<file path="src/rtl/uart_rx_fifo.sv">
// uart_rx_fifo: 16x-oversampled UART receiver with 3-sample majority vote, parity/framing
// checks and a DEPTH-entry valid/ready FIFO. Optional line-break detect: UART_BREAK_DETECT_EN.
module uart_rx_fifo #(
  parameter int OVS_DIV = 27,
  parameter int DEPTH   = 8
) (
  input  logic       clk,
  input  logic       reset,
  input  logic       rx,
  input  logic [1:0] data_bit_num,
  input  logic       stop_bit_num,
  input  logic       parity_en,
  input  logic       parity_type,
  input  logic       rx_ready,
  input  logic       overrun_clr,
  output logic       rx_valid,
  output logic [7:0] rx_data,
  output logic       parity_error,
  output logic       frame_error,
  output logic       overrun,
  output logic       rts_n,
  output logic       break_det
);
  localparam int TW = (OVS_DIV > 1) ? $clog2(OVS_DIV) : 1;
  localparam int AW = $clog2(DEPTH);
  localparam int CW = AW + 1;

  typedef enum logic [2:0] {
    S_IDLE, S_START, S_DATA, S_PARITY, S_STOP, S_WAIT_HIGH
  } state_e;

  logic          rx_meta_q, rx_s_q;
  logic [TW-1:0] tick_cnt_q;
  logic          tick;
  logic [1:0]    hist_q;
  logic [2:0]    window;
  logic          maj, decide, last_bit, ferr_now;

  state_e     state_q, state_d;
  logic [3:0] samp_q, samp_d;
  logic [2:0] bit_q, bit_d;
  logic       stop_idx_q, stop_idx_d;
  logic [7:0] data_q, data_d;
  logic       par_acc_q, par_acc_d;
  logic       perr_q, perr_d, ferr_q, ferr_d;
  logic [1:0] dbn_q, dbn_d;
  logic       sbn_q, sbn_d, pen_q, pen_d, ptype_q, ptype_d;
  logic       push_q, push_d;
  logic [9:0] push_word_q, push_word_d;
`ifdef UART_BREAK_DETECT_EN
  logic       par_bit_q, par_bit_d, brk_q, brk_d, brk_frame;
`endif

  // Front end: synchroniser, oversample tick and the two older samples of the vote window.
  // NOTE: every register below is written with <=, so all of them see pre-edge values.
  always_ff @(posedge clk or posedge reset) begin
    if (reset) begin
      rx_meta_q  <= 1'b1;
      rx_s_q     <= 1'b1;
      tick_cnt_q <= '0;
      hist_q     <= 2'b11;
    end else begin
      rx_meta_q <= rx;
      rx_s_q    <= rx_meta_q;
      if (tick) begin
        tick_cnt_q <= '0;
        hist_q     <= {hist_q[0], rx_s_q};
      end else begin
        tick_cnt_q <= tick_cnt_q + TW'(1);
      end
    end
  end

  assign tick     = (tick_cnt_q == TW'(OVS_DIV - 1));
  assign window   = {hist_q, rx_s_q};
  assign maj      = (window[2] & window[1]) | (window[2] & window[0]) | (window[1] & window[0]);
  assign decide   = tick && (samp_q == 4'd8);
  assign last_bit = (bit_q == ({1'b0, dbn_q} + 3'd4));
  assign ferr_now = ferr_q | ~maj;
`ifdef UART_BREAK_DETECT_EN
  assign brk_frame = ~maj & (data_q == 8'h00) & ~(pen_q & par_bit_q);
`endif

  // NOTE: every _d gets its default first, so no path through the case infers a latch.
  always_comb begin
    state_d     = state_q;
    samp_d      = samp_q;
    bit_d       = bit_q;
    stop_idx_d  = stop_idx_q;
    data_d      = data_q;
    par_acc_d   = par_acc_q;
    perr_d      = perr_q;
    ferr_d      = ferr_q;
    dbn_d       = dbn_q;
    sbn_d       = sbn_q;
    pen_d       = pen_q;
    ptype_d     = ptype_q;
    push_d      = 1'b0;
    push_word_d = push_word_q;
`ifdef UART_BREAK_DETECT_EN
    par_bit_d   = par_bit_q;
    brk_d       = 1'b0;
`endif
    if (tick && state_q != S_IDLE) samp_d = samp_q + 4'd1;
    unique case (state_q)
      S_IDLE: if (tick && !rx_s_q) begin
        samp_d  = 4'd0;
        dbn_d   = data_bit_num;
        sbn_d   = stop_bit_num;
        pen_d   = parity_en;
        ptype_d = parity_type;
        state_d = S_START;
      end
      S_START: if (decide) begin
        if (maj) begin
          state_d = S_IDLE;
        end else begin
          state_d   = S_DATA;
          bit_d     = 3'd0;
          data_d    = 8'h00;
          par_acc_d = 1'b0;
          perr_d    = 1'b0;
          ferr_d    = 1'b0;
`ifdef UART_BREAK_DETECT_EN
          par_bit_d = 1'b0;
`endif
        end
      end
      S_DATA: if (decide) begin
        data_d[bit_q] = maj;
        par_acc_d     = par_acc_q ^ maj;
        if (last_bit) begin
          state_d    = pen_q ? S_PARITY : S_STOP;
          stop_idx_d = 1'b0;
        end else begin
          bit_d = bit_q + 3'd1;
        end
      end
      S_PARITY: if (decide) begin
        // Even parity wants the total XOR to be 0, odd wants 1.
        perr_d  = ((par_acc_q ^ maj) != ~ptype_q);
`ifdef UART_BREAK_DETECT_EN
        par_bit_d = maj;
`endif
        state_d = S_STOP;
      end
      S_STOP: if (decide) begin
`ifdef UART_BREAK_DETECT_EN
        if (!stop_idx_q && brk_frame) begin
          brk_d   = 1'b1;
          state_d = S_WAIT_HIGH;
        end else
`endif
        if (stop_idx_q == sbn_q) begin
          push_d      = 1'b1;
          push_word_d = {ferr_now, perr_q, data_q};
          state_d     = (ferr_now || perr_q) ? S_WAIT_HIGH : S_IDLE;
        end else begin
          stop_idx_d = 1'b1;
          ferr_d     = ferr_now;
        end
      end
      S_WAIT_HIGH: if (tick && rx_s_q) state_d = S_IDLE;
      default: state_d = S_IDLE;
    endcase
  end

  always_ff @(posedge clk or posedge reset) begin
    if (reset) begin
      state_q     <= S_IDLE;
      samp_q      <= '0;
      bit_q       <= '0;
      stop_idx_q  <= 1'b0;
      data_q      <= '0;
      par_acc_q   <= 1'b0;
      perr_q      <= 1'b0;
      ferr_q      <= 1'b0;
      dbn_q       <= '0;
      sbn_q       <= 1'b0;
      pen_q       <= 1'b0;
      ptype_q     <= 1'b0;
      push_q      <= 1'b0;
      push_word_q <= '0;
`ifdef UART_BREAK_DETECT_EN
      par_bit_q   <= 1'b0;
      brk_q       <= 1'b0;
`endif
    end else begin
      state_q     <= state_d;
      samp_q      <= samp_d;
      bit_q       <= bit_d;
      stop_idx_q  <= stop_idx_d;
      data_q      <= data_d;
      par_acc_q   <= par_acc_d;
      perr_q      <= perr_d;
      ferr_q      <= ferr_d;
      dbn_q       <= dbn_d;
      sbn_q       <= sbn_d;
      pen_q       <= pen_d;
      ptype_q     <= ptype_d;
      push_q      <= push_d;
      push_word_q <= push_word_d;
`ifdef UART_BREAK_DETECT_EN
      par_bit_q   <= par_bit_d;
      brk_q       <= brk_d;
`endif
    end
  end

`ifdef UART_BREAK_DETECT_EN
  assign break_det = brk_q;
`else
  assign break_det = 1'b0;
`endif

  // Receive FIFO: entry = {frame_error, parity_error, data}.
  logic [9:0]    mem_q [DEPTH];
  logic [AW-1:0] wr_q, rd_q;
  logic [CW-1:0] cnt_q, cnt_d;
  logic          overrun_q, rts_q, full, pop, wr_en;
  logic [9:0]    head;

  assign full     = (cnt_q == CW'(DEPTH));
  assign rx_valid = (cnt_q != '0);
  assign pop      = rx_valid & rx_ready;
  assign wr_en    = push_q & (~full | pop);
  assign cnt_d    = cnt_q + CW'(wr_en) - CW'(pop);

  // NOTE: storage has no reset; rx_valid masks whatever the array holds after reset.
  always_ff @(posedge clk) begin
    if (wr_en) mem_q[wr_q] <= push_word_q;
  end

  always_ff @(posedge clk or posedge reset) begin
    if (reset) begin
      wr_q      <= '0;
      rd_q      <= '0;
      cnt_q     <= '0;
      overrun_q <= 1'b0;
      rts_q     <= 1'b0;
    end else begin
      if (wr_en) wr_q <= wr_q + AW'(1);
      if (pop)   rd_q <= rd_q + AW'(1);
      cnt_q <= cnt_d;
      rts_q <= (cnt_d >= CW'(DEPTH - 2));
      if (push_q && full && !pop) overrun_q <= 1'b1;
      else if (overrun_clr)       overrun_q <= 1'b0;
    end
  end

  assign head = rx_valid ? mem_q[rd_q] : 10'd0;
  assign {frame_error, parity_error, rx_data} = head;
  assign overrun = overrun_q;
  assign rts_n   = rts_q;
endmodule

</file>
<file path="config.mk">
export PLATFORM = sky130hd
export DESIGN_NAME = uart_rx_fifo
export DESIGN_NICKNAME = d
export VERILOG_FILES = /design/src/rtl/uart_rx_fifo.sv
export SDC_FILE = /design/constraint.sdc
export NUM_CORES = 1
export LEC_CHECK = 0
export CAP_MARGIN = 20
export CORE_MARGIN = 1.5
export CORE_UTILIZATION = 45
export CTS_CLUSTER_DIAMETER = 150
export DETAILED_ROUTE_END_ITERATION = 12
export GPL_ROUTABILITY_DRIVEN = 0
export PLACE_DENSITY_LB_ADDON = 0.2
export SYNTH_ARGS = -nofsm -noshare
export SYNTH_HDL_FRONTEND = slang
export SYNTH_SLANG_ARGS = --single-unit
</file>
<file path="constraint.sdc">
create_clock -name clk -period 3 [get_ports clk]
set_input_delay 0.3 -clock clk [delete_from_list [all_inputs] [get_ports clk]]
set_output_delay 0.3 -clock clk [all_outputs]
set_load 0.02 [all_outputs]
</file>
## Yosys cells after proc, flatten, opt, wreduce, memory -nomap -nowiden

Memory sizes are Yosys's and may differ from the RTL's.
Index checks and enable logic that the tools add are counted.

- Add/subtract/negate cells: 8
- Order comparisons: 3
- Equality and inequality tests: 22
- Muxes and demuxes: 50
- Bitwise logic cells: 13
- Reductions and logical operators: 26

Operators with widths:

| cell | count |
|---|---|
| $mux 3 | 14 |
| $mux 8 | 3 |
| $ne 2x2->1 const B | 11 |
| $mux 1 | 18 |
| $pmux 3 s6 | 1 |
| $pmux 8 s2 | 1 |
| $reduce_and 5->1 | 3 |
| $mux 4 | 3 |
| $mux 10 | 1 |
| $reduce_bool 2->1 | 5 |
| $add 3x1->3 const B | 3 |
| $bwmux 8 | 1 |
| $eq 4x4->1 const B | 2 |
| $pmux 1 s2 | 4 |
| $reduce_and 4->1 | 2 |
| $reduce_and 8->1 | 1 |
| $logic_and 1x1->1 | 7 |
| $eq 3x2->1 const B | 2 |
| $eq 3x3->1 const B | 2 |
| $pmux 3 s2 | 1 |
| $add 5x1->5 const B | 1 |
| $and 1x1->1 | 5 |
| $eq 5x5->1 const B | 1 |
| $mux 5 | 1 |
| 23 further kinds | 29 |

- Flip-flop bits (word level): 59
- Bits in writable memories: 80
- Input bits: 10
- Word-level logic and storage cells: 146
- Memories: 1

Memory list:

| name | words | bits a word | read ports | clocked after Yosys merged registers in | write ports | RTL line | source |
|---|---|---|---|---|---|---|---|
| mem_q | 8 | 10 | 1 | 0 | 1 | 217 | `logic [9:0] mem_q [DEPTH];` |

## Depth between registers and ports, before layout

- Depth in word-level cells: 10
- Depth in mapped cells: 13
- Gate-level depth less buffers: 13

## Worst setup path before layout

No wires, ideal clock.

- Kind: reg2reg
- Start point: reg cnt_q[2]
- End point: reg rts_q (netlist: rts_n)
- Data arrival time: 2.350 ns
- Required time: 2.882 ns
- Setup slack: 0.532 ns
- Cell stages (with the launch flop): 14
- Path buffers: 0
- Path through: dfrtp_1 -> inv_1 -> ha_1 -> and2_1 -> inv_1 -> nand2_1 -> or2_2 -> inv_1 -> a21o_1 -> ha_1 -> inv_1 -> fa_1 -> xnor2_1 -> a21o_1

- Word-level cells in the longest chain between the ends: 7
- Elaborated cells on any way between the ends: 9
- Classes of those cells: 2 x add/sub; 1 x order compare; 1 x eq/ne; 4 x bitwise; 1 x reduce/logical

Ends and longest elaborated chain:

| element | RTL line | source |
|---|---|---|
| start: declaration | 219 | `logic [CW-1:0] cnt_q, cnt_d;` |
| start signal: assignment | 244 | `cnt_q <= cnt_d;` |
| $reduce_bool 4->1 * | 224 | `assign rx_valid = (cnt_q != '0);` |
| via rx_valid | 16 | `output logic rx_valid,` |
| $and 1x1->1 * | 225 | `assign pop = rx_valid & rx_ready;` |
| $or 1x1->1 | 226 | `assign wr_en = push_q & (~full \| pop);` |
| $and 1x1->1 | 226 |  |
| $add 4x1->4 | 227 | `assign cnt_d = cnt_q + CW'(wr_en) - CW'(pop);` |
| $sub 4x1->4 * | 227 |  |
| via cnt_d[2] | 219 |  |
| $ge 4x3->1 * | 245 | `rts_q <= (cnt_d >= CW'(DEPTH - 2));` |
| end signal: assignment | 245 |  |
| end: declaration | 220 | `logic overrun_q, rts_q, full, pop, wr_en;` |

Mark *: on every way through the listed nets, which the timed path passes. The rest lies on a longest branch.
A chain may end at the register's enable or synchronous reset.

## Worst setup path after layout

- Start point: reg rd_q[0]
- End point: out rx_data[2]

- Word-level cells in the longest chain between the ends: 2

Ends and longest elaborated chain:

| element | RTL line | source |
|---|---|---|
| start: declaration | 218 | `logic [AW-1:0] wr_q, rd_q;` |
| start signal: assignment | 243 | `if (pop) rd_q <= rd_q + AW'(1);` |
| $mem_v2 8x10 | -- |  |
| $mux 10 | 251 | `assign head = rx_valid ? mem_q[rd_q] : 10'd0;` |
| end: declaration | 17 | `output logic [7:0] rx_data,` |

Every way passes these cells.

==> metrics <==
status complete, no violations; CTS tree done; TNS Setup 0 ps; met3 wire len about 350 um; slew of the pin with the lowest slew margin approximately 740 ps; Vias/cell 5.231; CP Class register to primary output; 1st-iter DRT viols 150; FMAX 0.3782 GHz; P_leak around 2.8 nW; Mapped Area 0.006052 mm2; CTS H-tree depth 4; number of clock sinks between 100 and 150; Residual DRC 0; Post-Layout Cell Count around 650; power share of the clock group 0.375; hold crit path type primary input to register; antenna cells 0; Tcrit/Tclk final 0.8814; wl on met1 between 4000 and 5000 um; Max-slew headroom 0.5056; syn avg cell area 14.44 um2; first-pass GRT wire length between 15000 and 20000 um; Syn-to-layout area delta 17.57%; hold_ws 288.8 ps; Worst Skew roughly 7.5 ps; fillcell total ~1100; Post-synth ARST share 0.4245; Via Count approximately 3400; detailed-route wire length approximately 11000 um; Port Buffer Count 22; sequential fraction of the synthesis area 0.6417; Internal 4.107 mW; # IOs 24; Max Slew Vio Count 0; Starting Density 0.4588; CTS resizes 0; Worst Path Max Fanout 22; row count between 40 and 50; Sw Share 0.2661; clock root cell clkbuf_16; wire length on met2 around 5300 um; gr ovfl total 0; share of the synthesized area in the top cell type 0.3969; clock buffer count from CTS 17; Clock Tree Buf Depth 2; share of layout cells above drive strength 1 0.1962; top_reg_cell synth edfxtp_1; post-layout min period about 2600 ps; DR WL/cell roughly 16 um; RSZ-0062 raised after global routing no; CP startpoint kind register; die width between 100 and 150 um; DIE HEIGHT between 100 and 150 um; Flop pwr share 0.385; power density cells just under 800 mW/mm2; Worst Setup End Kind primary output; core area 0.01319 mm2; largest net degree at the start of global routing 60; nets 479; Die Area ~0.014 mm2; P_sw 1.489 mW; setup violators final 0; post-synth cell types 52; number of global-route vias before repair 3442; Setup WS post-layout 355.8 ps; maximum VDD drop 264.5 uV; post-detail-place hpwl 6602 um; combinational share of power 0.240; Total Routing Usage GR 0.1685; worst slack at placement slightly below 500 ps; leading area contributor after synthesis edfxtp_1; # Max-Cap Violations 0; initial antenna violation count 0; Syn Inst Count 419; Cells after DPL approximately 610; final core occ 0.5395; later-pin clock latency in the skew report around 420 ps; clock-pin slew on the worst setup and hold paths around 60 ps; CP required between 2000 and 3000 ps; post-synthesis net count between 400 and 500; setup repair bufs after CTS 0; iteration count of the initial detailed-routing pass 4; synth top area cells edfxtp_1 (40%), dfrtp_1 (23%), mux4_2 (7.4%); yosys warns 0; CTS Hold Bufs 0; Post-DRT Antenna Nets 0; uppermost routed layer met4; arrival time at the worst endpoint about 2300 ps; Synth Register Bits between 100 and 150; Final Hold Fails 0; Post-synth EDFFs 80
power groups by stage:
stage	clock, mW	combinational [mW]	sequential [mW]
finish	2.10	1.34	2.16
floorplan	0	0.948	2.16
global placement	0	1.35	2.20
detailed placement	0	1.37	2.20
global route	2.24	1.48	2.17
CTS	2.15	1.37	2.16
cell usage in the layout, fill, tap and decap left out, types with 2 or more instances in the layout:
master	instances
xnor2_1	10
dfstp_2	4
nand2_1	26
o21ai_1	2
a21o_1	6
o31ai_1	4
ha_1	12
nor2b_1	3
buf_4	12
inv_1	18
o21ai_0	24
nand3_1	5
clkdlybuf4s50_1	22
mux2_2	7
a31oi_1	6
mux4_2	20
clkbuf_16	17
bufinv_16	3
clkinvlp_4	3
clkinv_2	2
nand4_1	2
dfrtp_1	55
nor3_1	11
mux2_4	9
xor2_1	4
nand2b_1	9
clkinv_4	2
edfxtp_1	80
mux2i_1	14
a21oi_1	10
nor2_1	37
inv_6	3
registers in the layout, summed over array words and instances (netlist names), 2 cells and up:
register and cells:
hist_q 2, mem_q 80, dbn_q 2, rd_q 3, tick_cnt_q 5, cnt_q 4
wr_q 3, samp_q 4, state_q 3, data_q 8, bit_q 3, push_word_q 10
area by class of cell:
cell class / instances / area, um2 / area share
Tap cell: 176 / 220.2 / 0.03095
Timing Repair Buffer: 35 / 330.3 / 0.04642
Sequential cell: 139 / 3884 / 0.5458
Clock buffer: 18 / 429.2 / 0.06031
Inverter: 19 / 71.32 / 0.01002
Multi-Input combinational cell: 244 / 2011 / 0.2826
Clock inverter: 14 / 170.2 / 0.02391
cells in the mapped netlist, drive strengths merged, types with 2 or more instances:
library cell / count
nand4: 2
a31oi: 6
xnor2: 10
buf: 7
mux4: 20
o21ai: 26
nand2b: 9
nand2: 26
nand3: 6
a21o: 6
mux2: 16
dfrtp: 55
inv: 19
ha: 12
o31ai: 4
xor2: 4
edfxtp: 80
nand4b: 3
nor3: 13
dfstp: 4
a21oi: 10
nor2b: 3
clkbuf: 10
mux2i: 14
nor2: 37
final timing paths:
kind / start / endpoint / slack [ps] / cells past startpoint
setup / recovery: rd_q[0] / rx_data[2] / 360 / 5
hold / removal: rx / rx_meta_q / 290 / 1
setup reg to reg: cnt_q[2] / rts_n / 520 / 13
hold reg to reg: rx_meta_q / rx_s_q / 350 / 0
max in group asynchronous: reset / push_word_q[1] / 2100 / 3
min in group asynchronous: reset / tick_cnt_q[3] / 410 / 3
logic make-up after synthesis:
group | synth area share
flip-flops | 0.6417
AND/OR/NAND/NOR | 0.09055
AO/OA/AOI/OAI | 0.05810
multiplexers | 0.1329
buffers and inverters | 0.02605
adder cells (fa/ha/maj) | 0.02977
XOR/XNOR | 0.02026
other | 0.0006196
stage by stage:
step                      instance area [um2]  power, mW
after global routing                     7116      5.886
after CTS                                7116      5.683
after global placement                   6516      3.550
after detailed placement                 6516      3.565
after floorplan                          6052      3.110
final                                    7116      5.596
worst max-delay path, stage by stage (launching register included):
cell and delay, ps:
dfrtp_1 370, buf_12 220, mux4_2 550, mux2i_1 190, nor2_1 60, clkdlybuf4s50_1 530
layer usage:
layer / vias to the layer above / global-route usage
met4: 0 / 0.07229
met3: 19 / 0.04550
met2: 46 / 0.2743
met5: - / 0
li1: 1623 / -
met1: 1686 / 0.2136
No activity file was read; power rests on OpenSTA's default activity.
